`src/rtl/common_pkg.sv`:
```
// ============================================================================
// Module   : common (package)
// Brief    : Shared RV64 pipeline types for the memory-access stage.
// Revision : 1.0 - initial release
// ============================================================================
`default_nettype none

package common;

    typedef logic [63:0] data_data_t;
    typedef logic [4:0]  creg_addr_t;

    typedef enum logic [3:0] {
        NONE = 4'd0,
        LB   = 4'd1,
        LH   = 4'd2,
        LW   = 4'd3,
        LD   = 4'd4,
        LBU  = 4'd5,
        LHU  = 4'd6,
        LWU  = 4'd7,
        SB   = 4'd8,
        SH   = 4'd9,
        SW   = 4'd10,
        SD   = 4'd11
    } mem_op_t;

    typedef enum logic [2:0] {
        MSIZE1 = 3'd0,
        MSIZE2 = 3'd1,
        MSIZE4 = 3'd2,
        MSIZE8 = 3'd3
    } msize_t;

    typedef struct packed {
        logic       valid;
        data_data_t addr;
        msize_t     size;
        logic [7:0] strobe;
        data_data_t data;
    } dbus_req_t;

    typedef struct packed {
        logic       addr_ok;
        logic       data_ok;
        data_data_t data;
    } dbus_resp_t;

    typedef struct packed {
        data_data_t pc;
        creg_addr_t rd;
        logic       wen;
        data_data_t data;
        logic       exc;
    } mem_stage_t;

    function automatic logic is_load(input mem_op_t op);
        return (op == LB) || (op == LH) || (op == LW) || (op == LD) ||
               (op == LBU) || (op == LHU) || (op == LWU);
    endfunction

    function automatic logic is_store(input mem_op_t op);
        return (op == SB) || (op == SH) || (op == SW) || (op == SD);
    endfunction

endpackage

`default_nettype wire

```
`src/rtl/mem_access_align.sv`:
```
// ============================================================================
// Module   : mem_align
// Brief    : Combinational size/strobe/alignment and load-extension helper.
// Revision : 1.0 - initial release
// ============================================================================
`default_nettype none

module mem_align
    import common::*;
(
    input  mem_op_t    op,
    input  logic [2:0] off,
    input  data_data_t wdata,
    input  data_data_t rdata,
    output logic [7:0] strobe,
    output msize_t     size,
    output data_data_t sdata,
    output data_data_t ldata,
    output logic       misalign
);

    data_data_t w_rshift;
    logic [7:0] w_base;

    always_comb begin
        w_rshift = rdata >> {off, 3'b000};
        sdata    = wdata << {off, 3'b000};

        case (op)
            LB, LBU, SB: size = MSIZE1;
            LH, LHU, SH: size = MSIZE2;
            LW, LWU, SW: size = MSIZE4;
            default:     size = MSIZE8;
        endcase

        case (op)
            SB:      w_base = 8'h01;
            SH:      w_base = 8'h03;
            SW:      w_base = 8'h0f;
            SD:      w_base = 8'hff;
            default: w_base = 8'h00;
        endcase
        strobe = w_base << off;

        // NONE carries no memory access, so it can never be misaligned
        case (size)
            MSIZE2:  misalign = off[0];
            MSIZE4:  misalign = |off[1:0];
            MSIZE8:  misalign = |off;
            default: misalign = 1'b0;
        endcase
        if (op == NONE) begin
            misalign = 1'b0;
        end

        case (op)
            LB:      ldata = {{56{w_rshift[7]}},  w_rshift[7:0]};
            LH:      ldata = {{48{w_rshift[15]}}, w_rshift[15:0]};
            LW:      ldata = {{32{w_rshift[31]}}, w_rshift[31:0]};
            LBU:     ldata = {56'd0, w_rshift[7:0]};
            LHU:     ldata = {48'd0, w_rshift[15:0]};
            LWU:     ldata = {32'd0, w_rshift[31:0]};
            default: ldata = w_rshift;
        endcase
    end

endmodule

`default_nettype wire

```
`src/rtl/mem_access.sv`:
```
// ============================================================================
// Module   : mem_access
// Brief    : RV64 memory-access stage; one instruction in flight on a valid/ok bus.
// Revision : 1.0 - initial release
// ============================================================================
`default_nettype none

module mem_access
    import common::*;
(
    input  logic       clk,
    input  logic       reset,
    input  logic       in_valid,
    output logic       in_ready,
    input  data_data_t in_pc,
    input  data_data_t in_alu,
    input  data_data_t in_wdata,
    input  creg_addr_t in_rd,
    input  logic       in_wen,
    input  mem_op_t    in_memop,
    output logic       dreq_valid,
    output data_data_t dreq_addr,
    output msize_t     dreq_size,
    output logic [7:0] dreq_strobe,
    output data_data_t dreq_data,
    input  logic       dresp_addr_ok,
    input  logic       dresp_data_ok,
    input  data_data_t dresp_data,
    output logic       out_valid,
    input  logic       out_ready,
    output data_data_t out_pc,
    output creg_addr_t out_rd,
    output logic       out_wen,
    output data_data_t out_data,
    output logic       out_exc
);

    localparam logic [1:0] c_IDLE = 2'd0;
    localparam logic [1:0] c_REQ  = 2'd1;
    localparam logic [1:0] c_WAIT = 2'd2;
    localparam logic [1:0] c_DONE = 2'd3;

    logic [1:0] r_state;
    mem_stage_t r_entry;
    mem_op_t    r_op;
    data_data_t r_addr;
    data_data_t r_wdata;

    mem_op_t    w_op;
    logic [2:0] w_off;
    logic [7:0] w_strobe;
    msize_t     w_size;
    data_data_t w_sdata;
    data_data_t w_ldata;
    logic       w_misalign;
    logic       w_accept;
    dbus_req_t  w_req;
    dbus_resp_t w_resp;

    // The aligner sees the incoming op while idle (misalign decision) and the latched op afterwards
    assign w_op     = (r_state == c_IDLE) ? in_memop     : r_op;
    assign w_off    = (r_state == c_IDLE) ? in_alu[2:0]  : r_addr[2:0];
    assign w_accept = in_valid & in_ready;
    assign w_resp   = '{addr_ok: dresp_addr_ok, data_ok: dresp_data_ok, data: dresp_data};

    mem_align u_align (
        .op       (w_op),
        .off      (w_off),
        .wdata    (r_wdata),
        .rdata    (w_resp.data),
        .strobe   (w_strobe),
        .size     (w_size),
        .sdata    (w_sdata),
        .ldata    (w_ldata),
        .misalign (w_misalign)
    );

    always_ff @(posedge clk) begin
        if (reset) begin
            r_state <= c_IDLE;
            r_entry <= '0;
            r_op    <= NONE;
            r_addr  <= '0;
            r_wdata <= '0;
        end else begin
            case (r_state)
                c_IDLE: begin
                    if (w_accept) begin
                        r_entry.pc <= in_pc;
                        r_entry.rd <= in_rd;
                        r_op       <= in_memop;
                        r_addr     <= in_alu;
                        r_wdata    <= in_wdata;
                        if (in_memop == NONE) begin
                            r_entry.wen  <= in_wen;
                            r_entry.data <= in_alu;
                            r_entry.exc  <= 1'b0;
                            r_state      <= c_DONE;
                        end else if (w_misalign) begin
                            r_entry.wen  <= 1'b0;
                            r_entry.data <= '0;
                            r_entry.exc  <= 1'b1;
                            r_state      <= c_DONE;
                        end else begin
                            r_entry.wen  <= is_load(in_memop) & in_wen;
                            r_entry.data <= '0;
                            r_entry.exc  <= 1'b0;
                            r_state      <= c_REQ;
                        end
                    end
                end
                c_REQ: begin
                    if (w_resp.addr_ok) begin
                        if (w_resp.data_ok) begin
                            if (is_load(r_op)) begin
                                r_entry.data <= w_ldata;
                            end
                            r_state <= c_DONE;
                        end else begin
                            r_state <= c_WAIT;
                        end
                    end
                end
                c_WAIT: begin
                    if (w_resp.data_ok) begin
                        if (is_load(r_op)) begin
                            r_entry.data <= w_ldata;
                        end
                        r_state <= c_DONE;
                    end
                end
                default: begin
                    if (out_ready) begin
                        r_state <= c_IDLE;
                    end
                end
            endcase
        end
    end

    always_comb begin
        w_req.valid  = (r_state == c_REQ);
        w_req.addr   = r_addr;
        w_req.size   = w_size;
        w_req.strobe = w_req.valid ? w_strobe : 8'h00;
        w_req.data   = w_sdata;
    end

    assign in_ready    = (r_state == c_IDLE);
    assign dreq_valid  = w_req.valid;
    assign dreq_addr   = w_req.addr;
    assign dreq_size   = w_req.size;
    assign dreq_strobe = w_req.strobe;
    assign dreq_data   = w_req.data;

    assign out_valid = (r_state == c_DONE);
    assign out_pc    = r_entry.pc;
    assign out_rd    = r_entry.rd;
    assign out_wen   = r_entry.wen;
    assign out_data  = r_entry.data;
    assign out_exc   = r_entry.exc;

endmodule

`default_nettype wire
```
`config.mk`:
```
export PLATFORM = sky130hd
export DESIGN_NAME = mem_access
export DESIGN_NICKNAME = d
export VERILOG_FILES = /design/src/rtl/common_pkg.sv /design/src/rtl/mem_access_align.sv /design/src/rtl/mem_access.sv
export SDC_FILE = /design/constraint.sdc
export NUM_CORES = 1
export LEC_CHECK = 0
export ABC_AREA = 1
export CORE_AREA = 2 2 212 214
export DETAILED_ROUTE_END_ITERATION = 8
export DIE_AREA = 0 0 214 216
export PLACE_DENSITY = 0.72
export SYNTH_ARGS = -nofsm -noshare
export SYNTH_HDL_FRONTEND = slang
export SYNTH_SLANG_ARGS = --single-unit
```
`constraint.sdc`:
```
create_clock -name clk -period 6.2 [get_ports clk]
set_input_delay 0.62 -clock clk [delete_from_list [all_inputs] [get_ports clk]]
set_output_delay 0.62 -clock clk [all_outputs]
set_load 0.005 [all_outputs]
```
==> impl_metrics.yaml <==
run_status:
  status: "finished clean"
global_route:
  grt_antenna_before_repair: 20
  grt_pass1_wl_um: 98880
  grt_pass1_vias: 16060
  grt_use_total_pct: 27.69
  grt_max_degree: 162
  overflow: 0
critical_path:
  cp_cell_sequence: "inv_1 -> ha_1 -> nand2_1 -> o21ai_4 -> inv_2 -> buf_4 -> o21ai_0 -> o21ai_0 -> clkdlybuf4s50_1"
  cpMostUsedCell: "o21ai_0"
  critPathCaptureType: "primary output"
  max_stage_delay_ns: 0.63
  worstPathArrival_ns: 3.97
  critPathMaxFanout: 58
  crit_path_start_kind: "register"
  required_ns: 5.58
  cp_slowest_cell: "inv_2"
  crit_type: "reg -> out"
timing:
  finalCriticalPeriod_ns: 4.586
  final.period_utilization_pct: 73.96
  setup_viol: 0
  whs_ns: 0.4655
  skew_ns: 0.01033
  fmax_mhz: 218.1
  setup_tns_ns: 0
  hold_viol: 0
  relSlewSlack_pct: 28.50
  worst_pin_slew_ns: 1.072
  rsz0062_at_grt: "no"
  slew_viol_final: 0
clock_network:
  cts_num_sinks: 269
  post_cts_resized: 0
  cts_buffers: 31
  htree_levels: 1
  clkSlewWorstSetupHoldPaths_ns: 0.06
  clockRootBuffer: "clkbuf_16"
  post_cts_buffers: 0
  clock_latency_ns: 0.58
  cts.path.max_buffers: 3
  cts_tree: "built"
  hold_buffers: 0
synthesis:
  yosysTopAreaCell: "dfxtp_1"
  synth_async_sr_flop_share_pct: 0
  postSynthAreaPerCell_um2: 6.529
  yosys.area.top_type_share_pct: 37.37
  ys_ff_latch: 269
  synth_nets: 2488
  synth_area_leaders: "dfxtp_1 (37%), nand2_1 (13%), o21ai_0 (10%)"
  ys_seq_area_share_pct: 37.37
  synth_edf_count: 0
  synth-main-ff-cell: "dfxtp_1"
  yosysWarnings: 0
  syn_area_um2: 14410
  synth_cell_types: 40
  syn_inst: 2207
power:
  power_mw: 11.44
  leakage_nw: 8.318
  power.density_nw_per_um2: 544.3
  vdd_drop_max_uv: 444.5
floorplan:
  die_area_um2: 46220
  fp.coreArea_um2: 43840
  die_h_um: 216
  rows: 77
  io_pins: 549
  start_util_pct: 32.87
  die_w_um: 214
layout:
  fillers: 4479
  drive_gt1_share_pct: 4.858
  multiInputGateArea_um2: 7765
  area_growth_pct: 45.86
  fin_util_pct: 47.94
  register_area_um2: 5385
  fin_nets: 2893
flow_run:
  cap_violations: 0
routing:
  ant_nets: 0
  wire_per_inst_um: 20.80
  routed-via-count: 17020
  drcViolationCount: 0
  via_per_inst: 5.252
  drt-initial-drc-count: 1590
  first_pass_iters: 6
  wl_um: 67380
placed_design:
  portBuffers: 547
  hpwl_um: 50130
  gp_congestion: 0.9897
min_path:
  hp-class: "reg -> reg"
## metal layers
layer  global-route usage, %  up-vias  part of all wire (%)
li1                        -     8207                     -
met2                   47.26      756                    47
met3                   7.879      143                   8.9
met4                   11.63       12                   4.6
met5                       0        -                  0.12
met1                   32.50     7900                    39
## stage by stage
stage | setup WS [ns] | std cells | instance area, µm²
6_report | 1.614 | 3240 | 21020
5_1_grt | 1.389 | 3233 | 21000
4_1_cts | 1.636 | 3227 | 20980
3_5_place_dp | 1.873 | 3171 | 19890
3_3_place_gp | 1.990 | 3171 | 19890
2_1_floorplan | 3.461 | 2207 | 14410
## flip-flops by register name, summed over array words and instances (netlist names)
name       flops
out_rd         5
out_exc        1
r_wdata       64
out_data      64
dreq_addr     64
r_state        2
r_op           4
out_pc        64
out_wen        1
## worst paths after layout
| kind | startpoint | cells after the start | slack (ns) | endpoint |
|---|---|---|---|---|
| min | dreq_addr[50] | 2 | 0.47 | dreq_addr[50] |
| min reg2reg | dreq_addr[50] | 2 | 0.47 | dreq_addr[50] |
| max reg2reg | r_state[0] | 15 | 2.01 | out_data[29] |
| max | r_state[0] | 9 | 1.61 | dreq_data[35] |
## synth_stat cells (2+ instances only)
| master | instances |
|---|---|
| o22ai_1 | 19 |
| dfxtp_1 | 269 |
| a21oi_2 | 11 |
| nand2_2 | 7 |
| a21oi_1 | 157 |
| nand4_1 | 39 |
| nand3_4 | 2 |
| o21ai_0 | 291 |
| nand3_1 | 81 |
| nand2_1 | 490 |
| or2_0 | 3 |
| inv_2 | 7 |
| buf_2 | 57 |
| buf_6 | 18 |
| inv_1 | 90 |
| nor4_1 | 2 |
| o221ai_1 | 3 |
| o21ai_2 | 5 |
| a211oi_1 | 2 |
| nor3_1 | 3 |
| o21ai_1 | 63 |
| nor2_2 | 2 |
| clkbuf_1 | 103 |
| o32ai_1 | 2 |
| a31oi_1 | 75 |
| buf_1 | 14 |
| mux2i_1 | 6 |
| or2_2 | 9 |
| o211ai_1 | 23 |
| ha_1 | 9 |
| nand3_2 | 6 |
| nor2_1 | 331 |
## layout make-up
type / count / share of cell area [%]
Tap cell: 592 / 3.524
Clock inverter: 13 / 0.9228
Clock buffer: 43 / 4.286
Antenna cell: 13 / 0.1548
Inverter: 98 / 1.810
Multi-Input combinational cell: 1647 / 36.95
Timing Repair Buffer: 565 / 26.73
Sequential cell: 269 / 25.62
## kinds of logic (layout without fill, tap and decap cells)
| family | count (synthesis) | after routing | share of synthesized area, % |
|---|---|---|---|
| AOI/OAI and AO/OA | 652 | 652 | 24.47 |
| adders and majority gates | 9 | 9 | 0.7815 |
| buffers and inverters | 291 | 719 | 9.040 |
| DFF | 269 | 269 | 37.37 |
| muxes | 6 | 6 | 0.4168 |
| other | 1 | 14 | 0.02603 |
| and+or+nand+nor | 979 | 979 | 27.89 |
## placed cells by master, fill, tap and decap left out, types with 3 or more instances in the layout
master             n
inv_2              5
bufinv_16          5
nand2_4            4
buf_4             17
a21oi_2           11
o221ai_1           3
a21oi_1          157
clkbuf_1           4
ha_1               8
o211ai_1          23
diode_2           13
clkbuf_16         31
nand3_1           81
a31oi_1           75
clkdlybuf4s50_1  546
nand2_1          488
clkinv_2           7
dfxtp_1          269
nand4_1           39
o22ai_1           19
inv_1             90
mux2i_1            6
nand3_2            6
o21ai_1           63
o21ai_0          291
nor3_1             3
o21ai_2            4
clkbuf_8           8
nor2_1           330
or2_2              9
or2_0              3
nand2_2            6
## worst max-delay path, delay by kind of cell, from the launching register on
kind | cells | cell delay, ns
buffers and inverters | 4 | 1.88
adder cells (fa/ha/maj) | 1 | 0.33
AO/OA/AOI/OAI | 3 | 0.58
AND/OR/NAND/NOR | 1 | 0.16
flip-flops | 1 | 0.39
## report_power, final
group          switching, mW  internal [mW]
sequential             0.302           2.23
combinational           4.23           2.70
clock                  0.770           1.21
No activity file was read; power rests on OpenSTA's default activity.
